--- config.mk ---
export PLATFORM = sky130hd
export DESIGN_NAME = error_converge_check
export DESIGN_NICKNAME = d
export VERILOG_FILES = /design/src/rtl/error_converge_check.sv
export SDC_FILE = /design/constraint.sdc
export NUM_CORES = 2
export LEC_CHECK = 0
export CORE_AREA = 4 4 504 506
export CTS_CLUSTER_SIZE = 8
export DETAILED_ROUTE_END_ITERATION = 12
export DIE_AREA = 0 0 508 510
export HOLD_SLACK_MARGIN = 0.06
export PLACE_DENSITY = 0.38
export SETUP_SLACK_MARGIN = 0.15
export SKIP_CTS_REPAIR_TIMING = 1
export SYNTH_ARGS = -nofsm -noshare
export SYNTH_HDL_FRONTEND = slang
export SYNTH_SLANG_ARGS = --single-unit
--- constraint.sdc ---
create_clock -name clk_conv -period 8.65 [get_ports clk_conv]
set_clock_uncertainty 0.1 [all_clocks]
set_input_delay 1.73 -clock clk_conv [delete_from_list [all_inputs] [get_ports clk_conv]]
set_output_delay 1.73 -clock clk_conv [all_outputs]
set_load 0.01 [all_outputs]
--- src/rtl/error_converge_check.sv ---
// error_converge_check
//   Convergence test at the end of a FastICA iteration. A start request
//   snapshots 16 absolute errors, 16 candidate weights and a tolerance. The
//   errors are scanned one per cycle for the largest magnitude. That maximum
//   is compared against the tolerance to either commit the weights or
//   request another iteration, with a sticky timeout after MAX_ITER failures.
//
//   Ports
//     clk_conv     : clock, rising edge
//     rstn_conv    : asynchronous active-low reset
//     start_conv   : single-cycle start; i_abs/i_w_new/i_tol valid this cycle
//     i_tol        : tolerance, unsigned magnitude
//     i_abs        : N packed signed errors, element k at [k*DW +: DW]
//     i_w_new      : N packed candidate weights, same packing
//     o_busy       : high while a check is in progress
//     o_done       : one-cycle pulse when the decision is valid
//     o_converged  : decision result, held until the next done
//     o_timeout    : sticky, set once failed checks reach MAX_ITER
//     o_next_iter  : pulse with o_done when another iteration is wanted
//     o_iter       : failed checks since reset or last convergence
//     o_w_final    : committed weights
//     o_max_err    : (CONV_MAXIDX_EN) largest magnitude of the last check
//     o_max_idx    : (CONV_MAXIDX_EN) index of that magnitude
//
//   Optional feature macro: CONV_MAXIDX_EN adds o_max_err / o_max_idx.
module error_converge_check #(
   parameter int DW       = 26,
   parameter int N        = 16,
   parameter int MAX_ITER = 64,
   parameter int IW       = 7
) (
   input  logic            clk_conv,
   input  logic            rstn_conv,
   input  logic            start_conv,
   input  logic [DW-1:0]   i_tol,
   input  logic [N*DW-1:0] i_abs,
   input  logic [N*DW-1:0] i_w_new,
   output logic            o_busy,
   output logic            o_done,
   output logic            o_converged,
   output logic            o_timeout,
   output logic            o_next_iter,
   output logic [IW-1:0]   o_iter,
   output logic [N*DW-1:0] o_w_final
`ifdef CONV_MAXIDX_EN
   ,
   output logic [DW-1:0]   o_max_err,
   output logic [3:0]      o_max_idx
`endif
);

   localparam int XW = $clog2(N);
   localparam logic [XW-1:0] LAST_IDX   = XW'(N - 1);
   localparam logic [IW:0]   MAX_ITER_C = (IW+1)'(MAX_ITER);

   typedef enum logic [1:0] {
      S_IDLE   = 2'd0,
      S_SCAN   = 2'd1,
      S_DECIDE = 2'd2,
      S_DONE   = 2'd3
   } state_t;

   // Magnitude of a signed element; the most negative code has no positive
   // counterpart in DW bits, so it saturates to the largest positive value.
   function automatic logic [DW-1:0] abs_mag(input logic [DW-1:0] e);
      logic [DW-1:0] min_neg;
      min_neg = {1'b1, {(DW-1){1'b0}}};
      if (!e[DW-1]) begin
         abs_mag = e;
      end else if (e == min_neg) begin
         abs_mag = {1'b0, {(DW-1){1'b1}}};
      end else begin
         abs_mag = (~e) + {{(DW-1){1'b0}}, 1'b1};
      end
   endfunction

   state_t          state_r, state_s;
   logic [N*DW-1:0] abs_sh_r, w_sh_r;
   logic [DW-1:0]   tol_sh_r;
   logic [XW-1:0]   idx_r;
   logic [DW-1:0]   max_r;
   logic [XW-1:0]   max_idx_r;
   logic            conv_r;
   logic [DW-1:0]   mag_s;
   logic            conv_s;
   logic [IW:0]     iter_inc_s;

   assign mag_s      = abs_mag(abs_sh_r[idx_r*DW +: DW]);
   assign conv_s     = (max_r < tol_sh_r);
   assign iter_inc_s = {1'b0, o_iter} + {{IW{1'b0}}, 1'b1};

   // State register.
   always_ff @(posedge clk_conv or negedge rstn_conv) begin
      if (!rstn_conv) begin
         state_r <= S_IDLE;
      end else begin
         state_r <= state_s;
      end
   end

   // Next-state decode; starts outside IDLE are simply not looked at.
   always_comb begin
      state_s = state_r;
      case (state_r)
         S_IDLE: begin
            if (start_conv) begin
               state_s = S_SCAN;
            end else begin
               state_s = S_IDLE;
            end
         end
         S_SCAN: begin
            if (idx_r == LAST_IDX) begin
               state_s = S_DECIDE;
            end else begin
               state_s = S_SCAN;
            end
         end
         S_DECIDE: state_s = S_DONE;
         S_DONE:   state_s = S_IDLE;
         default:  state_s = S_IDLE;
      endcase
   end

   // Shadow capture, serial max scan and the convergence decision.
   always_ff @(posedge clk_conv or negedge rstn_conv) begin
      if (!rstn_conv) begin
         abs_sh_r  <= {(N*DW){1'b0}};
         w_sh_r    <= {(N*DW){1'b0}};
         tol_sh_r  <= {DW{1'b0}};
         idx_r     <= {XW{1'b0}};
         max_r     <= {DW{1'b0}};
         max_idx_r <= {XW{1'b0}};
         conv_r    <= 1'b0;
         o_iter    <= {IW{1'b0}};
         o_timeout <= 1'b0;
         o_w_final <= {(N*DW){1'b0}};
`ifdef CONV_MAXIDX_EN
         o_max_err <= {DW{1'b0}};
         o_max_idx <= 4'd0;
`endif
      end else begin
         case (state_r)
            S_IDLE: begin
               if (start_conv) begin
                  abs_sh_r  <= i_abs;
                  w_sh_r    <= i_w_new;
                  tol_sh_r  <= i_tol;
                  idx_r     <= {XW{1'b0}};
                  max_r     <= {DW{1'b0}};
                  max_idx_r <= {XW{1'b0}};
               end
            end
            S_SCAN: begin
               // Strict compare keeps the lowest index on ties.
               if (mag_s > max_r) begin
                  max_r     <= mag_s;
                  max_idx_r <= idx_r;
               end
               idx_r <= idx_r + {{(XW-1){1'b0}}, 1'b1};
            end
            S_DECIDE: begin
               conv_r <= conv_s;
               if (conv_s) begin
                  o_w_final <= w_sh_r;
                  o_iter    <= {IW{1'b0}};
                  o_timeout <= 1'b0;
               end else begin
                  if (iter_inc_s <= MAX_ITER_C) begin
                     o_iter <= iter_inc_s[IW-1:0];
                  end
                  if (iter_inc_s >= MAX_ITER_C) begin
                     o_timeout <= 1'b1;
                  end
               end
`ifdef CONV_MAXIDX_EN
               o_max_err <= max_r;
               o_max_idx <= 4'(max_idx_r);
`endif
            end
            S_DONE: begin
            end
            default: begin
            end
         endcase
      end
   end

   // Handshake outputs, registered; o_timeout has already settled in DECIDE.
   always_ff @(posedge clk_conv or negedge rstn_conv) begin
      if (!rstn_conv) begin
         o_busy      <= 1'b0;
         o_done      <= 1'b0;
         o_converged <= 1'b0;
         o_next_iter <= 1'b0;
      end else begin
         o_busy      <= (state_s != S_IDLE);
         o_done      <= (state_r == S_DONE);
         o_next_iter <= (state_r == S_DONE) & ~conv_r & ~o_timeout;
         if (state_r == S_DONE) begin
            o_converged <= conv_r;
         end
      end
   end

endmodule
# [Word-level counts from Yosys, hierarchy flattened]
# Index checks and enable logic that the tools add are counted.
[totals] reg_bits=1319 inputBits=861 out_inout_bits=428
[op_classes] addsub=3 multipliers=1 order_cmp=4 eq_ne=7 shifts=1 mux=14 bitwise=5 reduce_logical=11
[ops] cell="variable part select 416 x 10 -> 26 bit" count=1
[ops] cell="2-to-1 mux 26 bit" count=4
[ops] cell="case mux 26 bit (2 select lines)" count=1
[ops] cell="adder 26 x 1 -> 26 bit (second input constant)" count=1
[ops] cell="== test 26 bit (second input constant)" count=1
[ops] cell="> comparator 26 bit" count=1
[ops] cell="< comparator 26 bit" count=1
[ops] cell="NOT 26 bit" count=1
[ops] cell="2-to-1 mux 7 bit" count=2
[ops] cell="AND reduction 2 bit" count=5
[ops] cell="adder 7 x 1 -> 8 bit (second input constant)" count=1
[ops] cell="greater-or-equal comparator 8 x 7 -> 1 bit (second input constant)" count=1
[ops] cell="less-or-equal comparator 8 x 7 -> 1 bit (second input constant)" count=1
[ops] cell="multiplier 4 x 4 -> 8 bit (second input constant)" count=1
[ops] cell="case mux 2 bit (4 select lines)" count=1
[ops] cell="case mux 4 bit (2 select lines)" count=1
[ops] cell="nonzero test 2 bit" count=4
[ops] cell="adder 4 x 1 -> 4 bit (second input constant)" count=1
[ops] cell="== test 2 bit (second input constant)" count=2
[ops] cell="== test 4 bit (second input constant)" count=1
[ops] cell="2-to-1 mux 4 bit" count=1
[ops] cell="!= test 2 bit (second input constant)" count=2
[ops] cell="2-to-1 mux 1 bit" count=3
[ops] cell="AND reduction 3 bit" count=1
[ops] cell="5 further kinds" count=7

# [Longest topological paths before layout]
[depth] depth_word=9 mapped_depth=28

# [Least setup slack after synthesis]
# No wires, ideal clock.
[synth_path] path_kind="register to register" start="reg idx_r[1]" end="reg max_r[22]" setup_time_ns=0.143 arrival_time_ns=5.910 required_time_ns=8.407 setup_slack_ns=2.498 path_stages_with_launch=28 n_path_buf=8 period_less_slack_ns=6.152 path_cell_list="dfrtp_1 > clkbuf_1 > buf_2 > buf_1 > clkbuf_1 > mux4_2 > a22oi_1 > nand2_1 > inv_1 > ha_1 > nor4b_1 > nor3b_2 > and2_4 > nand3_4 > buf_6 > buf_2 > nand2_1 > ha_1 > and3_1 > nand3_1 > nor3b_1 > a2111oi_0 > a21o_1 > a211oi_1 > o31ai_1 > clkbuf_1 > buf_2 > a22oi_1"
[synth_via] elab_chain_len=9 elab_cells_between_ends=12 cone_classes="add/sub (1); mul (1); order compare (1); eq/ne (2); shift (1); mux (4); bitwise (1); reduce/logical (1)"
[synth_lines] item="start: declaration" line="80" source="logic [XW-1:0] idx_r;"
[synth_lines] item="start signal: assignment" line="131" source="idx_r <= {XW{1'b0}};"
[synth_lines] item="start signal: assignment" line="149" source="idx_r <= {XW{1'b0}};"
[synth_lines] item="start signal: assignment" line="160" source="idx_r <= idx_r + {{(XW-1){1'b0}}, 1'b1};"
[synth_lines] item="multiplier 4 x 4 -> 8 bit *" line="88" source="assign mag_s = abs_mag(abs_sh_r[idx_r*DW +: DW]);"
[synth_lines] item="variable part select 416 x 10 -> 26 bit *" line="88"
[synth_lines] item="NOT 26 bit" line="73" source="abs_mag = (~e) + {{(DW-1){1'b0}}, 1'b1};"
[synth_lines] item="adder 26 x 1 -> 26 bit" line="73"
[synth_lines] item="2-to-1 mux 26 bit" line="70" source="end else if (e == min_neg) begin"
[synth_lines] item="2-to-1 mux 26 bit *" line="68" source="if (!e[DW-1]) begin"
[synth_lines] item="> comparator 26 bit" line="156" source="if (mag_s > max_r) begin"
[synth_lines] item="!= test 2 bit (no source line)"
[synth_lines] item="AND reduction 3 bit (no source line)"
[synth_lines] item="end signal: assignment" line="132" source="max_r <= {DW{1'b0}};"
[synth_lines] item="end signal: assignment" line="150" source="max_r <= {DW{1'b0}};"
[synth_lines] item="end signal: assignment" line="157" source="max_r <= mag_s;"
[synth_lines] item="end: declaration" line="81" source="logic [DW-1:0] max_r;"
# Every way passes the cells marked *; elsewhere a longest branch is shown, timed or not. The select of a mux whose other input is x is not followed.
# A chain may end at the register's enable or synchronous reset.

# [Worst setup path in the final report]
[layout_path] start="reg idx_r[0]" end="reg max_r[21]"
# The elaborated chain is that of the path after synthesis.

==> out/metrics.yaml <==
yosys:
  synth_top_area_share_pct: 60.8
  syn_area_mm2: 0.0542
  yosys-top-cells-area: "dfrtp_1 (61%), nand2_1 (18%), mux2_2 (8.7%), mux4_2 (3.4%), clkbuf_1 (1.8%)"
  ys_seq_area_share_pct: 60.8
  ys_ff_latch: 1319
  syn_nets: 6128
  yosys_warnings: 0
  ys.flop_type: "dfrtp_1"
  yosysTopAreaCell: "dfrtp_1"
  ys_types: 68
  ys_async_sr_fraction_pct: 100
  synth_edf_count: 0
  synth_area_per_cell_um2: 10.4
  syn_inst: 5213
floorplanning:
  die_h_um: 510
  row_count: 184
  initial_utilization_pct: 21.7
  die_x_um: 508
  dieArea_mm2: 0.259
  io_pins: 1289
  core_mm2: 0.250
layout:
  final_nets: 7375
  drive_above_1_share_pct: 12.3
  fillerInstances: 25931
  area_delta_synth_final_pct: 40.3
  multi_input_area_mm2: 0.0199
  seq_area_mm2: 0.0330
  fin_util_pct: 30.4
placement:
  dp_hpwl_mm: 188
  gp_congestion: 0.820
  io_buffers: 1288
run_status:
  outcome: "finished, final reports clean"
route:
  wire_per_inst_um: 25.3
  drt_pass1_iterations: 5
  drt_iter0_drc: 2875
  via_count: 41992
  ant_nets: 0
  routed_wl_mm: 249
  drc: 0
  via_per_inst: 4.26
setup_path:
  worst-setup-path-type: "reg2reg"
  critPathMaxStageDelay_ns: 0.68
  cp_cell_sequence: "buf_12 > mux4_2 > a22oi_1 > nand2_1 > inv_1 > ha_1 > nor4b_1 > nor3b_2 > and2_4 > nand3_4 > nand2_1 > ha_1 > and3_1 > nand3_1 > nor3b_1 > a2111oi_0 > a21o_1 > a211oi_1 > o31ai_4 > buf_4 > nor2_2 > a22oi_1"
  worst_setup_path_end_kind: "flip-flop"
  crit_buf_inv: 3
  arrival_ns: 7.65
  required_ns: 9.20
  cp-start-kind: "flip-flop"
  path_delay_family: "simple AND/OR/NAND/NOR gates"
  cp_slowest_cell: "dfrtp_4"
  cp_max_fo: 55
timing:
  worst_slew_pin_slew_ns: 1.24
  setup_tns_ns: 0
  hold_viol_final: 0
  maxSlewHeadroom_pct: 17.0
  fmax_mhz: 141
  finalCritPeriodShare_pct: 82.1
  period_needed_ns: 7.10
  slew_violations: 0
  finalSetupViolCount: 0
  rsz0062_at_grt: "no"
grt:
  grt_pass1_wl_mm: 345
  grt_use_total_pct: 18.6
  grt_start_max_net_pins: 192
  grt_antenna_before_repair: 106
  grt_overflow: 0
  grt_pass1_vias: 43326
cts:
  htree_levels: 4
  cts_root_buffer: "clkbuf_16"
  clk_latency_ns: 0.83
  cts_buffer_depth: 3
  clkSinkCount: 1319
  clk_pin_slew_ns: 0.05
  cts_tree: "built"
  cts_inserted_buffers: 186
flow_run:
  cap_violations: 0
power_and_ir_drop:
  finalPower_mw: 27.8
  p_leak_nw: 36.5
  ir_worst_vdd_uv: 198
  p_per_area_mw_per_mm2: 365
worst_hold_path:
  hold_path.class: "reg2reg"
cell type report:
| cell class | instances | share of cell area, % |
|---|---|---|
| flip-flops and latches | 1319 | 43.4 |
| multi-input cells | 3541 | 26.1 |
| repair buffers | 1349 | 17.9 |
| clock buffers | 200 | 6.28 |
| well taps | 3348 | 5.50 |
| clock inverters | 16 | 0.454 |
| inverters | 63 | 0.311 |
| diodes | 24 | 0.0789 |
cell usage in the layout (no fill, tap or decap), types with 19 or more instances in the layout:
cell type        instances
a21o_1                  19
a21oi_1                 43
a221oi_1                25
a22oi_1                 31
buf_12                  19
buf_4                   42
clkbuf_16              187
clkdlybuf4s50_1       1287
dfrtp_1               1317
diode_2                 24
ha_1                    54
inv_1                   62
mux2_2                 418
mux2i_1                 40
mux4_2                  82
nand2_1               2589
nor2_1                  28
o21ai_0                 48
where the power goes:
part / total (mW) / switching, mW / internal [mW]
Clock: 6.78 / 2.85 / 3.93
Combinational: 10.7 / 6.05 / 4.61
Sequential: 10.4 / 1.66 / 8.70
cell usage after synthesis (all sizes together), types with 6 or more instances:
cell type,count
nand2b,6
buf,30
nand4,12
o21ai,50
xnor2,15
nor2,29
nand3,12
and3,7
and2,6
a221oi,29
a31o,13
ha,54
clkbuf,260
a21o,19
mux2i,40
mux4,85
mux2,418
a22o,9
a31oi,9
a21oi,43
nand2,2590
nor3,10
inv,62
xor2,7
a22oi,32
dfrtp,1319
nor2b,10
layer usage:
layer  global-route usage [%]  part of all wire [%]
met1                     23.5                    42
met2                     30.6                    47
met3                     6.46                   8.4
met4                     4.18                   2.1
met5                        0                  0.20
registers in the layout (all words and copies together) (netlist names):
signal / count
tol_sh_r: 26
o_timeout: 1
w_sh_r: 416
o_next_iter: 1
conv_r: 1
state_r: 2
idx_r: 4
o_converged: 1
max_r: 26
o_done: 1
abs_sh_r: 416
o_w_final: 416
o_iter: 7
o_busy: 1
kinds of logic after synthesis:
logic type | Yosys count | share of synthesized area [%]
multiplexers | 543 | 13.0
buffers and inverters | 353 | 2.60
AND/OR/NAND/NOR | 2698 | 19.1
flip-flops | 1319 | 60.8
XOR/XNOR | 22 | 0.355
adder cells (fa/ha/maj) | 54 | 1.25
AO/OA/AOI/OAI | 224 | 2.87
metrics by stage:
step | cell area, um^2 | std cells | setup WS, ns | hold WS, ns
6_report | 76100 | 9860 | 1.55 | 0.364
5_1_grt | 76100 | 9844 | 1.09 | 0.376
4_1_cts | 76000 | 9836 | 1.56 | 0.357
3_5_place_dp | 70900 | 9620 | 1.60 | 0.357
3_3_place_gp | 70900 | 9619 | 1.67 | 0.351
2_1_floorplan | 54200 | 5213 | 2.50 | 0.331
worst paths after layout:
path	from	to	slack, ns	depth (start not counted)
worst max register to register	idx_r[0]$_DFFE_PN0P_	max_r[21]$_DFFE_PN0P_	1.55	22
min in group asynchronous	rstn_conv	w_sh_r[261]$_DFFE_PN0P_	0.71	1
worst max-delay path	idx_r[0]$_DFFE_PN0P_	max_r[21]$_DFFE_PN0P_	1.55	22
worst min-delay path	w_sh_r[244]$_DFFE_PN0P_	w_sh_r[244]$_DFFE_PN0P_	0.36	2
worst min register to register	w_sh_r[244]$_DFFE_PN0P_	w_sh_r[244]$_DFFE_PN0P_	0.36	2
max in group asynchronous	rstn_conv	o_w_final[129]$_DFFE_PN0P_	5.82	3
worst min-delay path, stage by stage, from the launching register on:
cell     delay [ns]
dfrtp_1        0.33
nand2_1        0.05
nand2_1        0.05
Note: power is estimated with default switching activity, not from simulation.
